==> src/rtl/arith_mix_pipe.sv <==
// Three-stage valid/ready pipeline for the increment/OR/add/AND mixer.
// Adds a wrapping output-transaction counter and a busy flag for the enclosing block.
module arith_mix_pipe #(
  parameter int WIDTH = 16,
  parameter int INC   = 1,
  parameter int CNT_W = 16
) (
  input  logic             clk,
  input  logic             rst,
  input  logic             in_valid,
  output logic             in_ready,
  input  logic [WIDTH-1:0] input_data,
  output logic             out_valid,
  input  logic             out_ready,
  output logic [WIDTH-1:0] output_data,
  output logic [CNT_W-1:0] txn_count,
  output logic             busy
);

  localparam int H = WIDTH / 2;
  // Only the low half of input_data + INC is ever consumed, so add in H bits.
  localparam logic [H-1:0] INC_LO = H'(INC);

  logic             v1_q, v1_d;
  logic [H-1:0]     t0_lo_q, t0_lo_d;
  logic [H-1:0]     in_lo_q, in_lo_d;
  logic             v2_q, v2_d;
  logic [H-1:0]     t1_q, t1_d;
  logic [H-1:0]     t0b_q, t0b_d;
  logic             v3_q, v3_d;
  logic [WIDTH-1:0] out_q, out_d;
  logic [CNT_W-1:0] cnt_q, cnt_d;

  logic             adv1, adv2, adv3;
  logic [H-1:0]     t0_lo, t1, t2, t3;
  logic             unused_hi;

  assign unused_hi = ^input_data[WIDTH-1:H];

  always_comb begin
    adv3  = !v3_q | out_ready;
    adv2  = !v2_q | adv3;
    adv1  = !v1_q | adv2;

    t0_lo = input_data[H-1:0] + INC_LO;
    t1    = t0_lo_q | in_lo_q;
    t2    = t1_q + t0b_q;
    t3    = t2 & t1_q;

    v1_d    = v1_q;
    t0_lo_d = t0_lo_q;
    in_lo_d = in_lo_q;
    v2_d    = v2_q;
    t1_d    = t1_q;
    t0b_d   = t0b_q;
    v3_d    = v3_q;
    out_d   = out_q;
    cnt_d   = cnt_q;

    if (adv1) begin
      v1_d    = in_valid;
      t0_lo_d = t0_lo;
      in_lo_d = input_data[H-1:0];
    end
    if (adv2) begin
      v2_d  = v1_q;
      t1_d  = t1;
      t0b_d = t0_lo_q;
    end
    // S3 only moves when the consumer took the held word or S3 is empty.
    if (adv3) begin
      v3_d  = v2_q;
      out_d = {t3, t2};
    end
    if (v3_q && out_ready) begin
      cnt_d = cnt_q + CNT_W'(1);
    end
  end

  always_ff @(posedge clk) begin
    if (rst) begin
      v1_q    <= 1'b0;
      t0_lo_q <= '0;
      in_lo_q <= '0;
      v2_q    <= 1'b0;
      t1_q    <= '0;
      t0b_q   <= '0;
      v3_q    <= 1'b0;
      out_q   <= '0;
      cnt_q   <= '0;
    end else begin
      v1_q    <= v1_d;
      t0_lo_q <= t0_lo_d;
      in_lo_q <= in_lo_d;
      v2_q    <= v2_d;
      t1_q    <= t1_d;
      t0b_q   <= t0b_d;
      v3_q    <= v3_d;
      out_q   <= out_d;
      cnt_q   <= cnt_d;
    end
  end

  assign in_ready    = adv1;
  assign out_valid   = v3_q;
  assign output_data = out_q;
  assign txn_count   = cnt_q;
  assign busy        = v1_q | v2_q | v3_q;

endmodule

==> config.mk <==
export PLATFORM = sky130hd
export DESIGN_NAME = arith_mix_pipe
export DESIGN_NICKNAME = d
export VERILOG_FILES = /design/src/rtl/arith_mix_pipe.sv
export SDC_FILE = /design/constraint.sdc
export NUM_CORES = 1
export LEC_CHECK = 0
export ABC_AREA = 1
export CELL_PAD_IN_SITES_DETAIL_PLACEMENT = 1
export CELL_PAD_IN_SITES_GLOBAL_PLACEMENT = 1
export CORE_MARGIN = 2
export CORE_UTILIZATION = 34
export CTS_BUF_LIST = sky130_fd_sc_hd__clkbuf_4 sky130_fd_sc_hd__clkbuf_8 sky130_fd_sc_hd__clkbuf_16
export CTS_CLUSTER_DIAMETER = 200
export DETAILED_ROUTE_END_ITERATION = 10
export PLACE_DENSITY_LB_ADDON = 0.1
export SLEW_MARGIN = 0
export SYNTH_ARGS = -nofsm -noshare
export SYNTH_HDL_FRONTEND = slang
export SYNTH_SLANG_ARGS = --single-unit
==> constraint.sdc <==
create_clock -name clk -period 1.55 [get_ports clk]
set_clock_uncertainty 0.15 [all_clocks]
set_input_delay 0.465 -clock clk [delete_from_list [all_inputs] [get_ports clk]]
set_output_delay 0.465 -clock clk [all_outputs]
set_load 0.02 [all_outputs]
After elaboration in Yosys (flattened, before gate mapping) --
Cells that the tools add are included.
Cells by class: add/sub/neg operators 3, bitwise gates (word level) 7, reduce and logical (&&, ||, !) cells 4
Operators by type and width (count):
- 16-bit by 1-bit adder with 16-bit output (second input constant) | 1
- 8-bit by 1-bit adder with 8-bit output (second input constant) | 1
- 8-bit adder | 1
- 8-bit bitwise AND | 1
- 8-bit OR | 1
- 1-bit OR | 5
- 1-bit zero test | 3
- 1-bit logical AND | 1
Word-level totals: register bits 67, input bits 20

Logic depth before layout (Yosys ltp) --
depth in word-level cells 4, mapped depth 10, gate-level depth less buffers 10

Least setup slack after synthesis --
Ideal clock, no wire load.
kind register to output, start point register v3_q, in the netlist out_valid, end point output in_ready, data arrival time 1.119 ns, path slack -0.184 ns, stages on the path, launching flop included 6, required time 0.935 ns, path buffers 2, path through dfxtp_1 > nand2_1 > nor2_1 > nand2_1 > buf_2 > buf_2
Between the ends: cells in the longest elaborated chain, start to end 4
Ends and longest elaborated chain:
- start: declaration | line 30 | logic v3_q, v3_d;
- start signal: assignment | line 98 | v3_q <= v3_d;
- 1-bit zero test | line 41 | adv3 = !v3_q | out_ready;
- 1-bit OR | line 41
- 1-bit OR | line 42 | adv2 = !v2_q | adv3;
- 1-bit OR | line 43 | adv1 = !v1_q | adv2;
- end: declaration | line 11 | output logic in_ready,
Every way passes these cells.

Final worst setup path --
Same ends and word-level chain as after synthesis.

==> flow_metrics.env <==
export IMPL_status="finished with violations"
export IMPL_violations="negative setup slack"
export IMPL_total_power_mw=3.93
export IMPL_crit_buf_inv=1
export IMPL_core_area_sq_mm=0.00830
export IMPL_crit_path_start_kind="register"
export IMPL_timing_fmax_mhz=575
export IMPL_regArea_sq_mm=0.00137
export IMPL_cts_root_buf="clkbuf_8"
export IMPL_tritoncts="built"
export IMPL_path_class="reg2out"
export IMPL_ys_ff_latch=67
export IMPL_swShare_pct=25.5
export IMPL_pwr_share_comb_pct=14.4
export IMPL_yosysWarnings=0
export IMPL_avgRoutedWirePerCell_um=14.1
export IMPL_antenna_left=0
export IMPL_fin_crit_ns=1.74
export IMPL_slew_violations=0
export IMPL_synth_top_cell_by_area="dfxtp_1"
export IMPL_hold_violations=0
export IMPL_drtPass1Iterations=4
export IMPL_syn_area_sq_mm=0.00295
export IMPL_grt_pass1_vias=2908
export IMPL_instances_no_fill=611
export IMPL_clkPwrFrac_pct=38.2
export IMPL_worstMarginPinSlew_ns=0.341
export IMPL_die_x_um=97.1
export IMPL_leakage_nw=2.11
export IMPL_cpPeakStageDelay_ns=0.39
export IMPL_grt_pass1_wl_um=13900
export IMPL_route_met3_wl_um=295
export IMPL_num_vias=2923
export IMPL_avgSynthCellArea_sq_um=7.53
export IMPL_die_height_um=97.1
export IMPL_grt_max_degree=20
export IMPL_clkSinkCount=67
export IMPL_yosys_top_cells_count="nand2_1 (83), dfxtp_1 (67), a21oi_1 (50)"
export IMPL_top_layer="met4"
export IMPL_relSlewSlack_pct=77.1
export IMPL_drv_cap=0
export IMPL_path_max_fanout=3
export IMPL_clk_latency_ns=0.33
export IMPL_rrSetupSlack_ns=-0.16
export IMPL_gr_usage_all_layers_pct=17.9
export IMPL_synthFlopType="dfxtp_1"
export IMPL_seq_power_share_pct=47.4
export IMPL_layout_drive_gt1_share_pct=41.3
export IMPL_cp_arrival_ns=1.13
export IMPL_finalNetCount=533
export IMPL_rsz0062_at_grt="true"
export IMPL_whs_ns=0.309
export IMPL_crit_path_frequent_cell="nand2_4"
export IMPL_hp_class="reg2reg"
export IMPL_synthArstFlopShare_pct=0
export IMPL_overflow=0
export IMPL_p_switching_mw=1.00
export IMPL_antenna_found_initial=0
export IMPL_pre_cts_ws_ns=-1.03
export IMPL_worstPathCellList="nand2_4, nor2_4, nand2_4, buf_6"
export IMPL_cts_hold_buf=0
export IMPL_synth_area_leaders="dfxtp_1 (46%), nand2_1 (11%), a21oi_1 (8.5%)"
export IMPL_yosysSeqAreaShare_pct=45.5
export IMPL_fin_crit_sh_pct=112
export IMPL_wl_met1_um=4070
export IMPL_post_route_drc_count=0
export IMPL_slowest_stage="dfxtp_4"
export IMPL_power_density_mw_per_mm2=872
export IMPL_cts_made_buffers=9
export IMPL_irDropWorstVdd_mv=0.392
export IMPL_synth_edf_count=0
export IMPL_worst_slack_ns=-0.190
export IMPL_port_buffers=46
export IMPL_dp_cells=587
export IMPL_synth_most_common_cell="nand2_1"
export IMPL_path_clk_slew_ns=0.07
export IMPL_setup_violations=12
export IMPL_yosysUniqueCellTypes=30
export IMPL_cts_path_max_buffers=2
export IMPL_diodes=0
export IMPL_synth_cells=391
export IMPL_rows=33
export IMPL_syn_to_final_growth_pct=53.1
export IMPL_start_util_pct=35.5
export IMPL_syn_num_nets=422
export IMPL_multi_input_area_sq_mm=0.00176
export IMPL_fillCellCount=1031
export IMPL_met2_length_um=4140
export IMPL_hpwl_um=5760
export IMPL_vias_per_cell=4.78
export IMPL_num_io_pins=55
export IMPL_p_int_mw=2.93
export IMPL_dieArea_sq_mm=0.00942
export IMPL_finalWirelength_um=8610
export IMPL_gp_congestion=0.847
export IMPL_critPathTopFamily="flip-flops"
export IMPL_drtIter0Drc=72
export IMPL_synth_top_area_share_pct=45.5
export IMPL_crit_required_ns=0.93
export IMPL_h_tree_depth=3
export IMPL_crit_path_end_kind="output pin"
-- sequential cells by signal, indices dropped and copies added, names as in the netlist --
signal,cells
v1_q,1
t1_q,8
v2_q,1
t0b_q,8
t0_lo_q,8
txn_count,16
in_lo_q,8
out_valid,1
output_data,16
-- metal layers --
| layer | up-vias | global-route usage, % |
|---|---|---|
| met4 | 0 | 6.18 |
| met1 | 1366 | 23.4 |
| met5 | - | 0 |
| li1 | 1499 | - |
| met2 | 48 | 30.3 |
| met3 | 10 | 2.81 |
-- layout make-up --
| class | count | area share, % |
|---|---|---|
| clock buffers | 13 | 3.69 |
| clock inverters | 2 | 0.777 |
| inverters | 37 | 3.33 |
| multi-input cells | 271 | 39.1 |
| flip-flops and latches | 67 | 30.3 |
| well taps | 105 | 2.91 |
| repair buffers | 116 | 19.9 |
-- stage by stage --
| step | cell area, sq um | util (%) | TNS, ns |
|---|---|---|---|
| 6_report | 4510 | 54.3 | -1.14 |
| 3_3_place_gp | 4000 | 48.2 | -40.12 |
| 5_1_grt | 4510 | 54.3 | -2.31 |
| 4_1_cts | 4320 | 52.0 | -1.04 |
| 3_5_place_dp | 4000 | 48.2 | -42.56 |
| 2_1_floorplan | 2990 | - | -0.0453 |
-- power by group through the flow --
stage | logic, mW | registers, mW | clock network, mW
after floorplan | 0.219 | 1.92 | 0
after global placement | 0.483 | 1.89 | 0
after detailed placement | 0.496 | 1.89 | 0
after CTS | 0.525 | 1.86 | 1.54
after global routing | 0.619 | 1.88 | 1.62
final | 0.566 | 1.86 | 1.50
-- timing repair --
action | 4_1_cts | 5_1_grt
pin swaps | 21 | 36
gates cloned | 0 | 1
buffers inserted | 2 | 7
endpoints found under the setup margin | 100 | 45
resized for setup | 201 | 56
endpoints found under the hold margin | 0 | 0
-- kinds of logic after synthesis --
family                     after synthesis  synth area share (%)
DFF                                     67                  45.5
xor gates and xnor gates                 9                  2.68
adders and majority gates               11                  4.93
buffers and inverters                   53                  7.01
AOI/OAI and AO/OA                       88                  15.7
and+or+nand+nor                        163                  24.1
-- final timing paths --
kind                          startpoint                           end  cells after the start
min          output_data[5]$_SDFFE_PP0P_   output_data[5]$_SDFFE_PP0P_                      2
max reg2reg         t1_q[0]$_SDFFE_PP0P_  output_data[14]$_SDFFE_PP0P_                      9
max               out_valid$_SDFFE_PP0P_                      in_ready                      4
min reg2reg  output_data[5]$_SDFFE_PP0P_   output_data[5]$_SDFFE_PP0P_                      2
-- cells in the final DEF, fill, tap and decap left out, types with 3 or more instances in the layout --
master	count
clkbuf_8	11
nand3_2	6
buf_12	4
nor2_4	10
nand4_1	4
nand2_4	8
clkdlybuf4s50_1	6
dfxtp_4	3
nor2_1	29
o21a_1	4
dlygate4sd2_1	3
a21oi_1	47
nor3_1	3
buf_2	34
ha_4	8
buf_4	59
inv_1	31
dfxtp_1	52
o21ai_0	25
nand2_2	17
nand3_1	11
inv_2	4
buf_6	8
o21ai_1	3
dfxtp_2	12
xor2_1	4
nand2_1	61
-- tightest hold or removal path, delay by kind of cell (launching register included) --
family             cells  cell delay, ns
DFF                    1            0.31
and+or+nand+nor        1            0.06
AOI/OAI and AO/OA      1            0.05
No activity file was read; power rests on OpenSTA's default activity.
